--- src/rtl/ram_port_arbiter.sv ---
// ram_port_arbiter: shares one RAM port among dcache0/1 and icache0/1.
// Ports: CLK/RST, per-requester req_* lines, ram* controller port, gnt_* debug.

package ram_arb_pkg;

    typedef enum logic [1:0] {
        FREE   = 2'd0,
        BUSY   = 2'd1,
        ACCESS = 2'd2,
        ERROR  = 2'd3
    } ramstate_t;

    typedef enum logic {
        ARB_IDLE = 1'b0,
        ARB_XFER = 1'b1
    } arb_state_t;

endpackage

module ram_port_arbiter
    import ram_arb_pkg::*;
#(
    parameter int MAXWAIT = 8,
    parameter int CNTW    = 4
) (
    input  logic             CLK,
    input  logic             RST,
    input  logic [3:0]       req_ren,
    input  logic [3:0]       req_wen,
    input  logic [3:0][31:0] req_addr,
    input  logic [3:0][31:0] req_store,
    output logic [3:0]       req_wait,
    output logic [3:0][31:0] req_load,
    output logic             ramREN,
    output logic             ramWEN,
    output logic [31:0]      ramaddr,
    output logic [31:0]      ramstore,
    input  logic [31:0]      ramload,
    input  ramstate_t        ramstate,
    output logic             gnt_valid,
    output logic [1:0]       gnt_id
);

    localparam logic [CNTW-1:0] AGE_MAX = CNTW'(MAXWAIT);

    arb_state_t      state;
    arb_state_t      state_n;
    logic [1:0]      owner;
    logic [1:0]      win;
    logic            dlast;
    logic            ilast;
    logic [CNTW-1:0] age2;
    logic [CNTW-1:0] age3;
    logic [CNTW-1:0] age2_n;
    logic [CNTW-1:0] age3_n;
    logic [3:0]      act;
    logic            aged2;
    logic            aged3;
    logic            grant;
    logic            in_xfer;
    logic            srv2;
    logic            srv3;

    assign act     = req_ren | req_wen;
    assign in_xfer = (state == ARB_XFER);
    assign grant   = (state == ARB_IDLE) && (|act);

    // A stale saturated count must not promote a requester that went away.
    assign aged2 = act[2] && (age2 == AGE_MAX);
    assign aged3 = act[3] && (age3 == AGE_MAX);

    // Winner: aged instruction > data > instruction.
    // Within a class the index other than the last grant wins a tie.
    always_comb begin
        win = 2'd0;
        if (aged2 && aged3) begin
            win = {1'b1, ~ilast};
        end else if (aged2) begin
            win = 2'd2;
        end else if (aged3) begin
            win = 2'd3;
        end else if (act[0] && act[1]) begin
            win = {1'b0, ~dlast};
        end else if (act[0]) begin
            win = 2'd0;
        end else if (act[1]) begin
            win = 2'd1;
        end else if (act[2] && act[3]) begin
            win = {1'b1, ~ilast};
        end else if (act[2]) begin
            win = 2'd2;
        end else if (act[3]) begin
            win = 2'd3;
        end
    end

    // Served = granted this cycle or currently owning the port.
    assign srv2 = (grant && (win == 2'd2)) || (in_xfer && (owner == 2'd2));
    assign srv3 = (grant && (win == 2'd3)) || (in_xfer && (owner == 2'd3));

    always_comb begin
        age2_n = age2;
        if (!act[2] || srv2) begin
            age2_n = '0;
        end else if (age2 != AGE_MAX) begin
            age2_n = age2 + CNTW'(1);
        end
    end

    always_comb begin
        age3_n = age3;
        if (!act[3] || srv3) begin
            age3_n = '0;
        end else if (age3 != AGE_MAX) begin
            age3_n = age3 + CNTW'(1);
        end
    end

    // Transfer ends on completion, on error (requester retries later),
    // or when the owner withdraws its request.
    always_comb begin
        state_n = state;
        unique case (state)
            ARB_IDLE: begin
                if (grant) begin
                    state_n = ARB_XFER;
                end
            end
            ARB_XFER: begin
                if (ramstate == ACCESS || ramstate == ERROR || !act[owner]) begin
                    state_n = ARB_IDLE;
                end
            end
            default: state_n = ARB_IDLE;
        endcase
    end

    always_ff @(posedge CLK) begin
        if (RST) begin
            state <= ARB_IDLE;
            owner <= 2'd0;
            dlast <= 1'b1;
            ilast <= 1'b1;
            age2  <= '0;
            age3  <= '0;
        end else begin
            state <= state_n;
            age2  <= age2_n;
            age3  <= age3_n;
            if (grant) begin
                owner <= win;
                if (win[1]) begin
                    ilast <= win[0];
                end else begin
                    dlast <= win[0];
                end
            end
        end
    end

    // Port outputs follow the registered owner; write beats read.
    always_comb begin
        ramREN   = 1'b0;
        ramWEN   = 1'b0;
        ramaddr  = '0;
        ramstore = '0;
        req_wait = 4'b1111;
        req_load = '0;
        if (in_xfer) begin
            ramaddr  = req_addr[owner];
            ramstore = req_store[owner];
            if (req_wen[owner]) begin
                ramWEN = 1'b1;
            end else begin
                ramREN = req_ren[owner];
            end
            req_wait[owner] = (ramstate != ACCESS);
            req_load[owner] = ramload;
        end
    end

    assign gnt_valid = in_xfer;
    assign gnt_id    = owner;

endmodule

--- config.mk ---
export PLATFORM = sky130hd
export DESIGN_NAME = ram_port_arbiter
export DESIGN_NICKNAME = d
export VERILOG_FILES = /design/src/rtl/ram_port_arbiter.sv
export SDC_FILE = /design/constraint.sdc
export NUM_CORES = 1
export LEC_CHECK = 0
export ABC_AREA = 1
export CAP_MARGIN = 10
export CORE_AREA = 2 2 192 194
export CTS_CLUSTER_DIAMETER = 60
export DETAILED_ROUTE_END_ITERATION = 12
export DIE_AREA = 0 0 194 196
export DONT_BUFFER_PORTS = 1
export GPL_ROUTABILITY_DRIVEN = 0
export PLACE_DENSITY = 0.3
export SYNTH_ARGS = -nofsm -noshare
export SYNTH_HDL_FRONTEND = slang
export SYNTH_SLANG_ARGS = --single-unit
--- constraint.sdc ---
create_clock -name CLK -period 4.91 [get_ports CLK]
set_clock_uncertainty 0.2 [all_clocks]
set_input_delay 0.7365 -clock CLK [delete_from_list [all_inputs] [get_ports CLK]]
set_output_delay 0.7365 -clock CLK [all_outputs]
set_load 0.005 [all_outputs]
==> impl.org <==
** Status
- The run finished with clean final reports.

** Critical path
- Class of the most critical setup path :: reg2out
- The most critical setup path has its startpoint at gnt_id[1].
- For the worst setup path, the data required time is 3970 ps.
- Critical Path AT :: 2490 ps
- Maximum fanout along the worst path :: 44
- For the worst flop-to-flop path, the logic depth is 7.
- The worst setup path is captured at an output port.
- STA classifies the critical path startpoint as a register.
- Origin of the critical flop-to-flop path :: gnt_id[1]

** Synth
- The commonest cells after synthesis are sky130_fd_sc_hd__nor2_1 (100), sky130_fd_sc_hd__a22oi_1 (98), sky130_fd_sc_hd__inv_1 (60), sky130_fd_sc_hd__nor3_1 (55), sky130_fd_sc_hd__a21oi_1 (39).
- In this run the cell area of the synthesized design comes to 3410 um^2.
- Synth warnings :: 0
- After technology mapping, the gate count stands at 551.
- Number of distinct library cells after synthesis :: 27
- Async SR Flop Fraction :: 0%
- Averaged over all synthesized cells, the footprint is 6.19 um^2.
- Most frequent cell after synthesis :: sky130_fd_sc_hd__nor2_1
- Sequential elements use 7.62% of the synthesized area.
- Area share of the largest cell type after synthesis :: 21.6%
- Leading cell types by total area after synthesis :: sky130_fd_sc_hd__a22oi_1 (22%), sky130_fd_sc_hd__a22oi_2 (11%), sky130_fd_sc_hd__nor2_1 (11%), sky130_fd_sc_hd__nor3_1 (8.1%), sky130_fd_sc_hd__a21oi_2 (7.7%)
- Cell accounting for the most synthesized area :: sky130_fd_sc_hd__a22oi_1
- Synthesis inferred 13 register bits.
- Counting every net in the synthesized netlist gives 855.
- Yosys mapped a number of flops with a built-in enable equal to 0.
- The most used flip-flop cell after synthesis is sky130_fd_sc_hd__dfxtp_1.

** Clock tree
- Number of clock sinks seen by CTS :: 13
- In this run, CTS created clock tree buffers numbering 3.
- Clock-pin slew was measured on the worst setup and hold paths at 40 ps.
- Setup Buffers After CTS :: 0
- CTS built an H-tree with a depth of 1.
- The number of gates resized after CTS was 0.
- Buffers from clock root to sink, at most :: 2
- In this run the clock root is driven by a sky130_fd_sc_hd__clkbuf_16.
- CTS tree :: built
- The later pin in the worst-skew pair is clocked with a latency of 240 ps.
- Quantity of hold-fixing buffers added after cts :: 0

** Place
- Placed Cells :: 974
- Port Buf Inserts :: 0
- Detail Placement HPWL :: 19900 um
- Before CTS, the worst setup slack after placement is 1630 ps.

** Pwr
- The share of total power dissipated in sequential elements is 18.6%.
- In this run the power density over the cells is 170 nW/um^2.
- Maximum ir drop on the vdd rail :: 87.8 uV
- Net switching power :: 315 uW
- Leak pwr :: 0.00121 uW
- Combinational share of power :: 57.7%
- Cell internal power was estimated by the tool at 342 uW.
- Of the total power, the share spent switching nets is 47.9%.
- In this run, the clock network consumes 23.7% of the power.

** Die
- Boundary Pins :: 501
- Once the floorplan was initialized, standard cells occupied 9.46% of the core.
- Number of placement rows :: 70
- Measured along the y axis, the die boundary spans 196 um.
- Floorplan core area :: 36100 um^2
- Die Outline Area :: 38000 um^2
- In this run the horizontal extent of the chip is 194 um.

** STA
- The final max-slew violation count was 0.
- In the finished design, the share of the clock period the worst path needs comes to 69.7%.
- Maximum achievable frequency :: 292 MHz
- For the pin with the worst max-slew slack, the measured transition is 1080 ps.
- Setup repair after global routing left no endpoint under its margin.
- For the final routed database, the setup TNS stands at 0 ps.
- PnR worst setup slack :: 1490 ps
- Endpoints failing hold :: 0
- Max_slew headroom :: 27.7%
- Hold timing on the final database bottoms out at a slack of 272 ps.
- Number of setup violations in the final report :: 0
- Minimum clock period after layout :: 3420 ps

** Layout
- Compared with the post-synthesis result, the final layout area differs by 13.3%.
- For this run, the share of the core covered by cells in the final layout is 10.7%.
- Excluding fillers, the count of instances in the completed layout stands at 980.
- Share of post-route cells with drive strength above 1 :: 16.9%
- Final net count :: 815

** Drt
- Total routed wirelength :: 23500 um
- The first TritonRoute pass finished after 5 iterations.
- Summing over every cut layer, the via total after detailed routing is 4354.
- Once detail routing completed, the nets flagged for antenna violations numbered 0.
- For this run, design rule violations remaining after detail routing come to 0.
- For this block, the initial DRC count from the detailed router was 268.
- Average wire per standard cell :: 23.9 um
- Detailed-route vias per instance :: 4.44

** Global routing
- Vias in the first global route :: 3936
- First-pass GRT wire length :: 30600 um
- For this run, the total global-route usage over all layers was measured as 11.1%.
- Grt ovf :: 0
- Maximum number of pins on one net before global-route repair :: 66
- Antenna violations before repair :: 7

** Worst hold path
- Path type of the worst min-delay path :: reg2reg
- Hold wc startpoint :: ilast
- Min-Delay Path Depth :: 2

** Job
- Max-cap viol count :: 0
## kinds of logic after synthesis
group / Yosys count / share of synthesized area [%]
XOR/XNOR: 4 / 1.03
AND/OR/NAND/NOR: 202 / 25.6
adder cells (fa/ha/maj): 4 / 1.47
AO/OA/AOI/OAI: 209 / 47.9
buffers and inverters: 119 / 16.3
flip-flops: 13 / 7.62
## per-layer routing
metal | routed length, um | up-vias | GRT usage, %
li1 | - | 1876 | -
met1 | 8000 | 2085 | 11.1
met2 | 12700 | 355 | 22.1
met3 | 2070 | 38 | 3.01
met4 | 749 | 0 | 3.51
met5 | 0 | - | 0
## flip-flops by register name (all words and copies together) (netlist names)
register	cells
age3	4
gnt_id	2
dlast	1
ilast	1
age2	4
gnt_valid	1
## power groups by stage
stage | registers, uW | clock network, uW | logic, uW
floorplan | 121 | 0 | 314
global placement | 125 | 0 | 385
detailed placement | 125 | 0 | 386
CTS | 123 | 161 | 387
global route | 123 | 167 | 418
finish | 122 | 156 | 379
## path summary, 6_finish.rpt
check	to	slack, ps
setup / recovery	ramstore[3]	1490
hold / removal	ilast	270
setup reg to reg	age2[1]	2790
hold reg to reg	ilast	270
## placed cells by master (no fill, tap or decap)
cell type and n:
sky130_fd_sc_hd__a211oi_1 1, sky130_fd_sc_hd__a21oi_1 39, sky130_fd_sc_hd__a21oi_2 30, sky130_fd_sc_hd__a22oi_1 98, sky130_fd_sc_hd__a22oi_2 30, sky130_fd_sc_hd__buf_12 2, sky130_fd_sc_hd__buf_4 5, sky130_fd_sc_hd__clkbuf_1 1
sky130_fd_sc_hd__clkbuf_16 3, sky130_fd_sc_hd__dfxtp_1 13, sky130_fd_sc_hd__diode_2 2, sky130_fd_sc_hd__ha_1 4, sky130_fd_sc_hd__inv_1 59, sky130_fd_sc_hd__inv_2 7, sky130_fd_sc_hd__inv_4 1, sky130_fd_sc_hd__nand2_1 31
sky130_fd_sc_hd__nand3_1 7, sky130_fd_sc_hd__nand3_2 1, sky130_fd_sc_hd__nand3b_1 1, sky130_fd_sc_hd__nand4_1 1, sky130_fd_sc_hd__nor2_1 99, sky130_fd_sc_hd__nor2_2 3, sky130_fd_sc_hd__nor2_4 4, sky130_fd_sc_hd__nor3_1 55
sky130_fd_sc_hd__o21ai_0 7, sky130_fd_sc_hd__o22ai_1 4, sky130_fd_sc_hd__xor2_1 4
## critical path, stage by stage, from the launching register on
cell and delay, ps:
sky130_fd_sc_hd__dfxtp_1 530, sky130_fd_sc_hd__nand2_1 140, sky130_fd_sc_hd__inv_2 420, sky130_fd_sc_hd__buf_4 520
sky130_fd_sc_hd__a22oi_1 170, sky130_fd_sc_hd__a21oi_1 400
## layout make-up
class	instances	area (um^2)
fillers	4259	32200
multi-input cells	419	2610
well taps	468	586
flip-flops and latches	13	260
inverters	67	254
clock buffers	4	78.8
repair buffers	7	77.6
diodes	2	5.00
## stage by stage
stage	cell area, um^2	total power, uW
6_report	3870	658
5_1_grt	3870	708
4_1_cts	3860	670
3_5_place_dp	3780	510
3_3_place_gp	3780	510
2_1_floorplan	3410	434
(Power assumes the default switching activity.)
